## config.mk

```make
export PLATFORM = sky130hd
export DESIGN_NAME = adc_serial_responder_flat
export DESIGN_NICKNAME = d
export VERILOG_FILES = /design/src/rtl/adc_serial_responder_pkg.sv /design/src/rtl/adc_serial_responder_if.sv /design/src/rtl/adc_serial_responder_sync_edge_detect.sv /design/src/rtl/adc_serial_responder.sv /design/src/flat_wrapper.sv
export SDC_FILE = /design/constraint.sdc
export NUM_CORES = 1
export LEC_CHECK = 0
export CAP_MARGIN = 20
export CORE_UTILIZATION = 45
export DETAILED_ROUTE_END_ITERATION = 6
export HOLD_SLACK_MARGIN = 0.1
export PLACE_DENSITY = 0.64
export SLEW_MARGIN = 20
export SYNTH_ARGS = -nofsm -noshare
export SYNTH_HDL_FRONTEND = slang
export SYNTH_SLANG_ARGS = --single-unit
export TNS_END_PERCENT = 50
```

## constraint.sdc

```tcl
create_clock -name clk -period 2.6 [get_ports clk]
set_input_delay 0.52 -clock clk [delete_from_list [all_inputs] [get_ports clk]]
set_output_delay 0.52 -clock clk [all_outputs]
set_load 0.05 [all_outputs]
```

## src/rtl/adc_serial_responder_pkg.sv

```systemverilog
// Shared constants and FSM encoding for the 3-wire ADC link; both link ends use these
// so they agree on frame length and state numbering.
package adc_serial_responder_pkg;

  localparam int DATA_WIDTH_DEF  = 12;
  localparam int LEAD_ZEROS_DEF  = 4;
  localparam int FRAME_BITS_DEF  = LEAD_ZEROS_DEF + DATA_WIDTH_DEF;
  localparam int SYNC_STAGES_DEF = 2;
  localparam int TONE_STEP_DEF   = 64;

  typedef enum logic [1:0] {
    ST_IDLE  = 2'd0,
    ST_SHIFT = 2'd1,
    ST_TAIL  = 2'd2
  } state_t;

endpackage

```

## src/rtl/adc_serial_responder_if.sv

```systemverilog
// Serial ADC pins plus the sample valid/ready feed and status pulses of the responder.
// The responder takes the slave view; the reader/sample source takes the master view.
interface adc_serial_responder_if #(
  parameter int DATA_WIDTH = 12
);
  logic                  adc_cs;
  logic                  adc_clk;
  logic                  adc_sd;
  logic [DATA_WIDTH-1:0] s_data;
  logic                  s_valid;
  logic                  s_ready;
  logic                  frame_done;
  logic                  frame_abort;
  logic                  underrun;

  modport slave (
    input  adc_cs, adc_clk, s_data, s_valid,
    output adc_sd, s_ready, frame_done, frame_abort, underrun
  );

  modport master (
    output adc_cs, adc_clk, s_data, s_valid,
    input  adc_sd, s_ready, frame_done, frame_abort, underrun
  );
endinterface

```

## src/rtl/adc_serial_responder_sync_edge_detect.sv

```systemverilog
// Synchronizer chain plus edge register for one asynchronous pin; rise/fall pulses are
// valid SYNC_STAGES+1 clk after the pin changes. Pins idle high, so reset loads ones.
module adc_serial_responder_sync_edge_detect #(
  parameter int SYNC_STAGES = 2
) (
  input  logic clk,
  input  logic rst,
  input  logic i_din,
  output logic o_rise,
  output logic o_fall
);

  logic [SYNC_STAGES-1:0] r_sync;
  logic                   r_prev;
  logic                   w_level;

  always_ff @(posedge clk or posedge rst) begin
    if (rst) begin
      r_sync <= '1;
      r_prev <= 1'b1;
    end else begin
      r_sync <= {r_sync[SYNC_STAGES-2:0], i_din};
      r_prev <= r_sync[SYNC_STAGES-1];
    end
  end

  assign w_level = r_sync[SYNC_STAGES-1];
  assign o_rise  = w_level & ~r_prev;
  assign o_fall  = ~w_level & r_prev;

endmodule

```

## src/rtl/adc_serial_responder.sv

```systemverilog
// Stands in for an ADCS7476: serves held samples MSB first on adc_sd, one bit per adc_clk fall,
// adc_sd moves 1 clk after a detected edge. ADC_RESP_TONE_EN replaces underrun repeats with a sawtooth.
module adc_serial_responder
  import adc_serial_responder_pkg::*;
#(
  parameter int DATA_WIDTH  = DATA_WIDTH_DEF,
  parameter int LEAD_ZEROS  = LEAD_ZEROS_DEF,
  parameter int SYNC_STAGES = SYNC_STAGES_DEF,
  parameter int TONE_STEP   = TONE_STEP_DEF
) (
  input  logic                   clk,
  input  logic                   reset,
  adc_serial_responder_if.slave  bus
);

  localparam int FRAME_BITS = LEAD_ZEROS + DATA_WIDTH;
  localparam int CNT_W      = $clog2(FRAME_BITS + 1);
  localparam logic [CNT_W-1:0] LAST_CNT = CNT_W'(FRAME_BITS);

  state_t                  r_state, w_state_nxt;
  logic [FRAME_BITS-1:0]   r_shift, w_shift_nxt;
  logic [CNT_W-1:0]        r_cnt, w_cnt_nxt;
  logic                    r_sd, w_sd_nxt;
  logic [DATA_WIDTH-1:0]   r_hold, w_hold_nxt;
  logic                    r_full, w_full_nxt;
  logic [DATA_WIDTH-1:0]   r_last, w_last_nxt;
  logic                    r_done, w_done_nxt;
  logic                    r_abort, w_abort_nxt;
  logic                    r_underrun, w_underrun_nxt;
  logic                    w_cs_rise, w_cs_fall, w_clk_fall;
  // reader samples on the rising edge, so only falls matter here
  logic                    w_clk_rise_unused;
  logic                    w_load;
  logic [DATA_WIDTH-1:0]   w_fallback, w_sample;
  logic [FRAME_BITS-1:0]   w_frame;

  adc_serial_responder_sync_edge_detect #(.SYNC_STAGES(SYNC_STAGES)) u_cs_sync (
    .clk(clk), .rst(reset), .i_din(bus.adc_cs), .o_rise(w_cs_rise), .o_fall(w_cs_fall)
  );

  adc_serial_responder_sync_edge_detect #(.SYNC_STAGES(SYNC_STAGES)) u_clk_sync (
    .clk(clk), .rst(reset), .i_din(bus.adc_clk), .o_rise(w_clk_rise_unused), .o_fall(w_clk_fall)
  );

`ifdef ADC_RESP_TONE_EN
  logic [DATA_WIDTH-1:0] r_tone, w_tone_nxt;
  assign w_fallback = r_tone;
`else
  assign w_fallback = r_last;
`endif

  assign w_load   = bus.s_valid && !r_full;
  assign w_sample = r_full ? r_hold : w_fallback;
  assign w_frame  = {{LEAD_ZEROS{1'b0}}, w_sample};

  always_ff @(posedge clk or posedge reset) begin
    if (reset) begin
      r_state    <= ST_IDLE;
      r_shift    <= '0;
      r_cnt      <= '0;
      r_sd       <= 1'b0;
      r_hold     <= '0;
      r_full     <= 1'b0;
      r_last     <= '0;
      r_done     <= 1'b0;
      r_abort    <= 1'b0;
      r_underrun <= 1'b0;
`ifdef ADC_RESP_TONE_EN
      r_tone     <= '0;
`endif
    end else begin
      r_state    <= w_state_nxt;
      r_shift    <= w_shift_nxt;
      r_cnt      <= w_cnt_nxt;
      r_sd       <= w_sd_nxt;
      r_hold     <= w_hold_nxt;
      r_full     <= w_full_nxt;
      r_last     <= w_last_nxt;
      r_done     <= w_done_nxt;
      r_abort    <= w_abort_nxt;
      r_underrun <= w_underrun_nxt;
`ifdef ADC_RESP_TONE_EN
      r_tone     <= w_tone_nxt;
`endif
    end
  end

  always_comb begin
    w_state_nxt    = r_state;
    w_shift_nxt    = r_shift;
    w_cnt_nxt      = r_cnt;
    w_sd_nxt       = r_sd;
    w_hold_nxt     = r_hold;
    w_full_nxt     = r_full;
    w_last_nxt     = r_last;
    w_done_nxt     = 1'b0;
    w_abort_nxt    = 1'b0;
    w_underrun_nxt = 1'b0;
`ifdef ADC_RESP_TONE_EN
    w_tone_nxt     = r_tone;
`endif

    case (r_state)
      ST_IDLE: begin
        w_sd_nxt = 1'b0;
        // a coincident adc_clk fall is deliberately ignored so bit 1 is not skipped
        if (w_cs_fall) begin
          w_state_nxt    = ST_SHIFT;
          w_shift_nxt    = w_frame;
          w_sd_nxt       = w_frame[FRAME_BITS-1];
          w_cnt_nxt      = CNT_W'(1);
          w_last_nxt     = w_sample;
          w_underrun_nxt = !r_full;
          w_full_nxt     = 1'b0;
`ifdef ADC_RESP_TONE_EN
          if (!r_full) w_tone_nxt = r_tone + DATA_WIDTH'(TONE_STEP);
`endif
        end
      end
      ST_SHIFT: begin
        if (w_cs_rise) begin
          w_state_nxt = ST_IDLE;
          w_abort_nxt = 1'b1;
          w_sd_nxt    = 1'b0;
        end else if (w_clk_fall) begin
          if (r_cnt == LAST_CNT) begin
            w_state_nxt = ST_TAIL;
            w_sd_nxt    = 1'b0;
          end else begin
            w_shift_nxt = {r_shift[FRAME_BITS-2:0], 1'b0};
            w_sd_nxt    = r_shift[FRAME_BITS-2];
            w_cnt_nxt   = r_cnt + CNT_W'(1);
          end
        end
      end
      ST_TAIL: begin
        w_sd_nxt = 1'b0;
        if (w_cs_rise) begin
          w_state_nxt = ST_IDLE;
          w_done_nxt  = 1'b1;
        end
      end
      default: begin
        w_state_nxt = ST_IDLE;
        w_sd_nxt    = 1'b0;
      end
    endcase

    // load only happens while empty, so it never collides with a frame consuming the holding reg
    if (w_load) begin
      w_hold_nxt = bus.s_data;
      w_full_nxt = 1'b1;
    end
  end

  assign bus.adc_sd      = r_sd;
  assign bus.s_ready     = !r_full;
  assign bus.frame_done  = r_done;
  assign bus.frame_abort = r_abort;
  assign bus.underrun    = r_underrun;

endmodule

```

## src/flat_wrapper.sv

```systemverilog
// flat-port wrapper written by rule: the top's interface ports become plain ports
module adc_serial_responder_flat import adc_serial_responder_pkg::*;
#(
  parameter int DATA_WIDTH  = DATA_WIDTH_DEF,
  parameter int LEAD_ZEROS  = LEAD_ZEROS_DEF,
  parameter int SYNC_STAGES = SYNC_STAGES_DEF,
  parameter int TONE_STEP   = TONE_STEP_DEF
)
  (clk, reset, bus_adc_cs, bus_adc_clk, bus_s_data, bus_s_valid, bus_adc_sd, bus_s_ready, bus_frame_done, bus_frame_abort, bus_underrun);
  adc_serial_responder_if #(.DATA_WIDTH(DATA_WIDTH)) bus_i ();
  input  logic clk;
  input  logic reset;
  input wire logic [$bits(bus_i.adc_cs)-1:0] bus_adc_cs;
  input wire logic [$bits(bus_i.adc_clk)-1:0] bus_adc_clk;
  input wire logic [$bits(bus_i.s_data)-1:0] bus_s_data;
  input wire logic [$bits(bus_i.s_valid)-1:0] bus_s_valid;
  output wire logic [$bits(bus_i.adc_sd)-1:0] bus_adc_sd;
  output wire logic [$bits(bus_i.s_ready)-1:0] bus_s_ready;
  output wire logic [$bits(bus_i.frame_done)-1:0] bus_frame_done;
  output wire logic [$bits(bus_i.frame_abort)-1:0] bus_frame_abort;
  output wire logic [$bits(bus_i.underrun)-1:0] bus_underrun;
  assign bus_i.adc_cs = bus_adc_cs;
  assign bus_i.adc_clk = bus_adc_clk;
  assign bus_i.s_data = bus_s_data;
  assign bus_i.s_valid = bus_s_valid;
  assign bus_adc_sd = bus_i.adc_sd;
  assign bus_s_ready = bus_i.s_ready;
  assign bus_frame_done = bus_i.frame_done;
  assign bus_frame_abort = bus_i.frame_abort;
  assign bus_underrun = bus_i.underrun;
  adc_serial_responder #(.DATA_WIDTH(DATA_WIDTH), .LEAD_ZEROS(LEAD_ZEROS), .SYNC_STAGES(SYNC_STAGES), .TONE_STEP(TONE_STEP)) u_core (.clk(clk), .reset(reset), .bus(bus_i));
endmodule
```

==> results by group <==
Status
  – Status: finished clean

Power
  – Static Leak: between 1 and 1.5 nW
  – Reg power frac: 0.445
  – Sw Pwr: 0.000968 W
  – Int Power: ~0.0022 W
  – Worst VDD drop: roughly 530 uV
  – Clock power share: 0.256
  – Switching Fraction: 0.303
  – Pwr dens: between 1000 and 1500 nW/um^2
  – Comb power frac: 0.299

Setup path
  – WP data arrival: around 1.5 ns
  – Worst-path maximum fanout: 2
  – R2R Setup Slk: between 0.5 and 0.6 ns
  – FF-to-FF path depth: 3
  – Endpoint type of the worst setup path: primary output
  – Startpoint types: register
  – Crit Reg-Reg Endpoint: u_core.r_last[10]
  – Reg2reg start: u_core.r_state[0]
  – Worst Setup Path Type: reg -> out
  – CP required: ~2.1 ns

GRT
  – Largest net degree at the start of global routing: 26
  – Number of global-route vias before repair: about 1.6k
  – Initial antenna violation count: 0
  – First-pass GRT wire length: roughly 7600 microns
  – Global route total overflow: 0
  – GRT Util Overall: 0.168

Synthesis
  – Mapped Area: about 2600 sq um
  – Synth top cells by count: 51 x dfrtp_1, 27 x mux2_2, 21 x nand2_1, 14 x o21ai_0, 12 x mux2i_1
  – Leading post-synthesis cells by cell area: dfrtp_1 50%, mux2_2 12%, dfstp_2 6.1%, mux2i_1 4.7%, mux2_4 4.7%
  – Async SR Flop Fraction: 1.00
  – Sequential-to-total area share from yosys stat: 0.558
  – Syn Nets: 220
  – Synth area leader: dfrtp_1
  – Cells after Synth: roughly 200
  – Synth cell types: 34
  – Syn_area_per_cell: 12.8 sq um
  – Post-synthesis register bit count: 57
  – Synth Warn #: 0
  – Post-synth EDFFs: 0
  – Cell with the most instances after synthesis: dfrtp_1
  – Share of Yosys cell area claimed by the top area cell type: 0.497
  – Prevailing post-synth register cell: dfrtp_1

Floorplanning
  – Core Rows: 27
  – Die ar.: 6010 sq um
  – Die Height: slightly below 80 microns
  – I/O pins: 22
  – Initial Utilization: 0.466
  – Core box area: ~5500 sq um
  – Die Wd: a little under 80 microns

Placed design
  – DP HPWL: around 2900 microns
  – RD Place Congestion: approximately 0.8
  – Place WS: around 0.56 ns
  – PortBufs: 21

Clock tree
  – Clock Tree Buf Depth: 2
  – Clock-pin transition on the worst setup and hold timing paths: around 0.06 ns
  – CTS tree: done
  – Clock root cell: clkbuf_8
  – CTS sink count: 57
  – Post-CTS Resized: 0
  – H-tree levels: 3
  – Hold-fix buffers, CTS: 0
  – CTS buffer count: 9
  – Clk Latency, worst-skew pair: about 0.33 ns
  – # Post-CTS Setup Buffers: 0

STA
  – Slew at the pin closest to its max-slew limit: roughly 0.74 ns
  – Crit share post-route: 0.793
  – # setup viols final: 0
  – Normalized max-slew margin: 0.506
  – Clock Skew: about 0.0067 ns
  – Final min period: around 2.1 ns
  – Final Max Slew Viols: 0
  – Max Clk Rate: a little under 0.5 GHz
  – Hold Vio Cnt, Final: 0
  – Setup WS post-layout: about 0.54 ns
  – RSZ-0062 raised after global routing: no
  – Setup_tns: 0 ns

Detailed routing
  – Total wire length: 4350 microns
  – Avg WL per Cell: 14.2 microns
  – Post-route ant nets: 0
  – Drc violations: 0
  – Drt first pass iters: 4
  – Via count: between 1.5k and 2k
  – Drt initial violations: 91
  – Via/cell ratio: between 5 and 6

Finish
  – Fillers: around 500
  – Antenna diodes: 0
  – P&R area growth vs syn: 18.9%
  – Layout cells sized above 1: 0.291
  – Post-layout nets: between 200 and 250

Worst hold path
  – Min-delay src: u_core.u_clk_sync.r_sync[0]
  – Hold Path End: u_core.u_clk_sync.r_sync[1]
  – HP Class: reg -> reg
  – Hold Path Depth: 0

Job
  – Maxcap violations: 0
metrics by stage:
stage                      util  hold slack, ns  std cells  power [W]  instance area [sq um]
after floorplan               -           0.345        201    0.00218                   2570
after global placement    0.519           0.346        290    0.00238                   2860
after detailed placement  0.519           0.352        290    0.00241                   2860
after CTS                 0.555           0.362        306    0.00324                   3050
after global routing      0.555           0.361        306    0.00340                   3050
final                     0.555           0.359        306    0.00320                   3050
kinds of logic after synthesis:
| group | synth area share |
|---|---|
| AOI/OAI and AO/OA | 0.110 |
| adders and majority gates | 0.00974 |
| buffers and inverters | 0.0292 |
| DFF | 0.558 |
| muxes | 0.212 |
| and+or+nand+nor | 0.0809 |
sequential cells by signal, summed over array words and instances (netlist names):
signal                    cells
u_core.u_cs_sync.r_sync       2
u_core.bus.frame_done         1
u_core.u_clk_sync.r_sync      2
u_core.u_cs_sync.r_prev       1
u_core.r_last                12
u_core.r_full                 1
u_core.r_cnt                  5
u_core.r_hold                12
u_core.r_state                2
u_core.r_shift               15
u_core.bus.frame_abort        1
u_core.u_clk_sync.r_prev      1
u_core.bus.underrun           1
u_core.bus.adc_sd             1
per-layer routing:
layer | global-route usage | vias up | share of wire
met4 | 0.0849 | 0 | 0.016
met3 | 0.0565 | 7 | 0.030
met2 | 0.254 | 23 | 0.46
met1 | 0.215 | 770 | 0.49
li1 | - | 770 | -
met5 | 0 | - | 0
critical path: stages, from the launching register on:
cell and delay [ns]:
dfrtp_1 0.38, inv_1 0.05, clkdlybuf4s50_1 0.78
power by group through the flow:
stage	clock [W]	combinational (W)	sequential, W
finish	0.000818	0.000957	0.00142
global route	0.000882	0.00106	0.00146
CTS	0.000844	0.000974	0.00142
detailed placement	0	0.000973	0.00144
global placement	0	0.000948	0.00143
floorplan	0	0.000808	0.00137
cell type report:
type                       instances  area (sq um)  area share
clock inverter                     5          55.1      0.0180
tap                               72          90.1      0.0295
multi-input combinational        128          1060       0.347
sequential                        57          1430       0.469
inverter                           7          26.3     0.00860
timing repair buffer              26           248      0.0811
clock buffer                      11           141      0.0463
worst max path at each step:
stage                      startpoint  slack [ns]  cells past startpoint                 to
floorplan                       reset        0.69                      1  u_core.bus.adc_sd
global placement    u_core.r_state[0]        0.65                      3   u_core.r_last[7]
detailed placement  u_core.r_state[0]        0.56                      3  u_core.r_last[10]
CTS                     u_core.r_full        0.51                      2        bus_s_ready
global route        u_core.r_state[0]        0.44                      3   u_core.r_last[8]
finish                  u_core.r_full        0.54                      2        bus_s_ready
layout by cell type, fill, tap and decap left out, types with 2 or more instances in the layout:
master           netlist  layout
dfrtp_1               51      51
mux2_2                27      27
nand2_1               21      21
clkdlybuf4s50_1        0      21
o21ai_0               14      14
mux2i_1               12      12
clkbuf_8               0      10
mux2_4                 8       8
nor2_1                 7       7
inv_1                  7       6
dfstp_2                6       6
buf_4                  0       5
nor2b_1                4       4
nand2b_1               4       4
nand3_1                4       4
o2bb2ai_1              4       4
a31oi_4                2       2
a31o_2                 2       2
o41ai_1                2       2
a21o_1                 2       2
ha_1                   2       2
clkinv_2               0       2
clkinvlp_4             0       2
Note: power is estimated with default switching activity, not from simulation.
==> RTL edit, RTL diff (config.mk and constraints unchanged) <==
`r_shift` and `r_hold` no longer have a reset.
--- a/src/rtl/adc_serial_responder.sv
+++ b/src/rtl/adc_serial_responder.sv
@@ -56,10 +56,8 @@
   always_ff @(posedge clk or posedge reset) begin
     if (reset) begin
       r_state    <= ST_IDLE;
-      r_shift    <= '0;
       r_cnt      <= '0;
       r_sd       <= 1'b0;
-      r_hold     <= '0;
       r_full     <= 1'b0;
       r_last     <= '0;
       r_done     <= 1'b0;
@@ -70,10 +68,8 @@
 `endif
     end else begin
       r_state    <= w_state_nxt;
-      r_shift    <= w_shift_nxt;
       r_cnt      <= w_cnt_nxt;
       r_sd       <= w_sd_nxt;
-      r_hold     <= w_hold_nxt;
       r_full     <= w_full_nxt;
       r_last     <= w_last_nxt;
       r_done     <= w_done_nxt;
@@ -83,6 +79,11 @@
       r_tone     <= w_tone_nxt;
 `endif
     end
+  end
+
+  always_ff @(posedge clk) begin
+    r_shift <= w_shift_nxt;
+    r_hold  <= w_hold_nxt;
   end
 
   always_comb begin
Formal check against the unedited RTL: no difference found for any inputs over 10 cycles, from zero or initial values and one cycle with reset high; that may be too few to reach the edited logic, so the function may still have changed.
==> RTL edit against the unedited design <==
Synthesized area decreased by 6.9%. Setup slack got worse by 46 ps. Wire length decreased by 7.3%. Sequential cell count unchanged. Final area decreased by 7.9%. Critical path depth unchanged. Critical path type unchanged. Largest cell class unchanged.
Power is not compared: it rests on default switching activity, and its combinational part moved more than twofold at a synthesized area within 25%.
==> RTL edit: results (changes against the unedited design) <==
[outcome]
status = finished clean

[worst_setup_path]
r2r_slack_ps = 500  ; -50 ps
crit_arrival_ps = 1590  ; +50 ps
timing.rr.end = u_core.r_shift[11]
r2r_cells = 6  ; +3
crit-reg2reg-launch = u_core.r_cnt[0]
path_delay_family = buffers and inverters

[cells_and_area]
diodes = 0  ; unchanged
reg.largest.list = u_core.r_shift: 15 flops, u_core.r_hold: 12 flops, u_core.r_last: 12 flops
drive_above_1_share = 0.186  ; -0.104
nets = 218  ; -12%

[global_routing]
grt_use_total = 0.175  ; +0.00718
grt_pass1_wl_um = 6700  ; -12%
antenna_found_initial = 0  ; unchanged
grt_max_degree = 31  ; +19%

[synthesis]
synthTopCellsByArea = edfxtp_1 (34%), dfrtp_1 (25%), dfstp_2 (6.6%)
synth_compound_area_frac = 0.0753  ; -0.0348
netlist_instances = 172  ; -14%
yosysSeqAreaShare = 0.656  ; +0.0977
async_flop_share = 0.526  ; -0.474
yosysWarnings = 0  ; unchanged
synthTopCellsByCount = edfxtp_1 (27), dfrtp_1 (24), nand2_1 (16), mux2i_1 (13), o21ai_0 (12)
synthAdderAreaFrac = 0.0105  ; +0.000718
synth_cell_type_count = 36  ; +5.9%
muxShareOfSynthArea = 0.125  ; -0.0869
syn-num-nets = 191  ; -13%
synth-edff-count = 27  ; +27
synthFlopType = edfxtp_1

[placement]
gp_congestion = 0.789  ; -2.5%
place_hpwl_um = 2570  ; -12%
dpl-instance-area_um2 = 2660  ; -7.0%
post-place-cells = 258  ; -11%

[sta]
whs_ps = 356  ; -3.32 ps
slew_headroom = 0.626  ; +0.120
finClkSkew_ps = 8.54  ; +1.80 ps
post-route-min-period_ps = 2110  ; +45.9 ps

[detailed_routing]
drt-wirelength-per-cell_um = 14.7  ; +3.6%
num_vias = 1409  ; -10%
drtIter0Drc = 76  ; -16%
viasPerCell = 5.14  ; +0.23%

[hold_path]
min_to = u_core.u_cs_sync.r_sync[1]
hold_path_startpoint = u_core.u_cs_sync.r_sync[0]

[clocking]
cts_root_buf = clkbuf_8

[RTL edit: cell count changes after synthesis, sizes merged, moves of 4 or more]
cell	change
dfrtp	-27
edfxtp	+27
mux2	-23
nand2	-5
o2bb2ai	-4
[RTL edit: power by group]
| part | internal (mW) | total [mW] | switching [mW] | leakage [nW] |
|---|---|---|---|---|
| logic | 0.200 | 0.382 | 0.182 | 0.480 |
| clock network | 0.334 | 0.661 | 0.327 | 0.0819 |
| registers | 1.12 | 1.21 | 0.0809 | 0.616 |
[RTL edit: metal layers]
metal,up-vias,GRT usage,part of all wire
met2,41,0.276,0.50
met5,-,0,0
met1,683,0.197,0.43
met3,13,0.0884,0.052
li1,672,-,-
met4,0,0.0881,0.020
[RTL edit: area by class of cell]
cell class,instances,area (µm²)
fillers,453,2290
flip-flops and latches,57,1570
multi-input cells,99,733
repair buffers,25,240
clock buffers,11,131
well taps,70,87.6
inverters,7,28.8
clock inverters,5,22.5
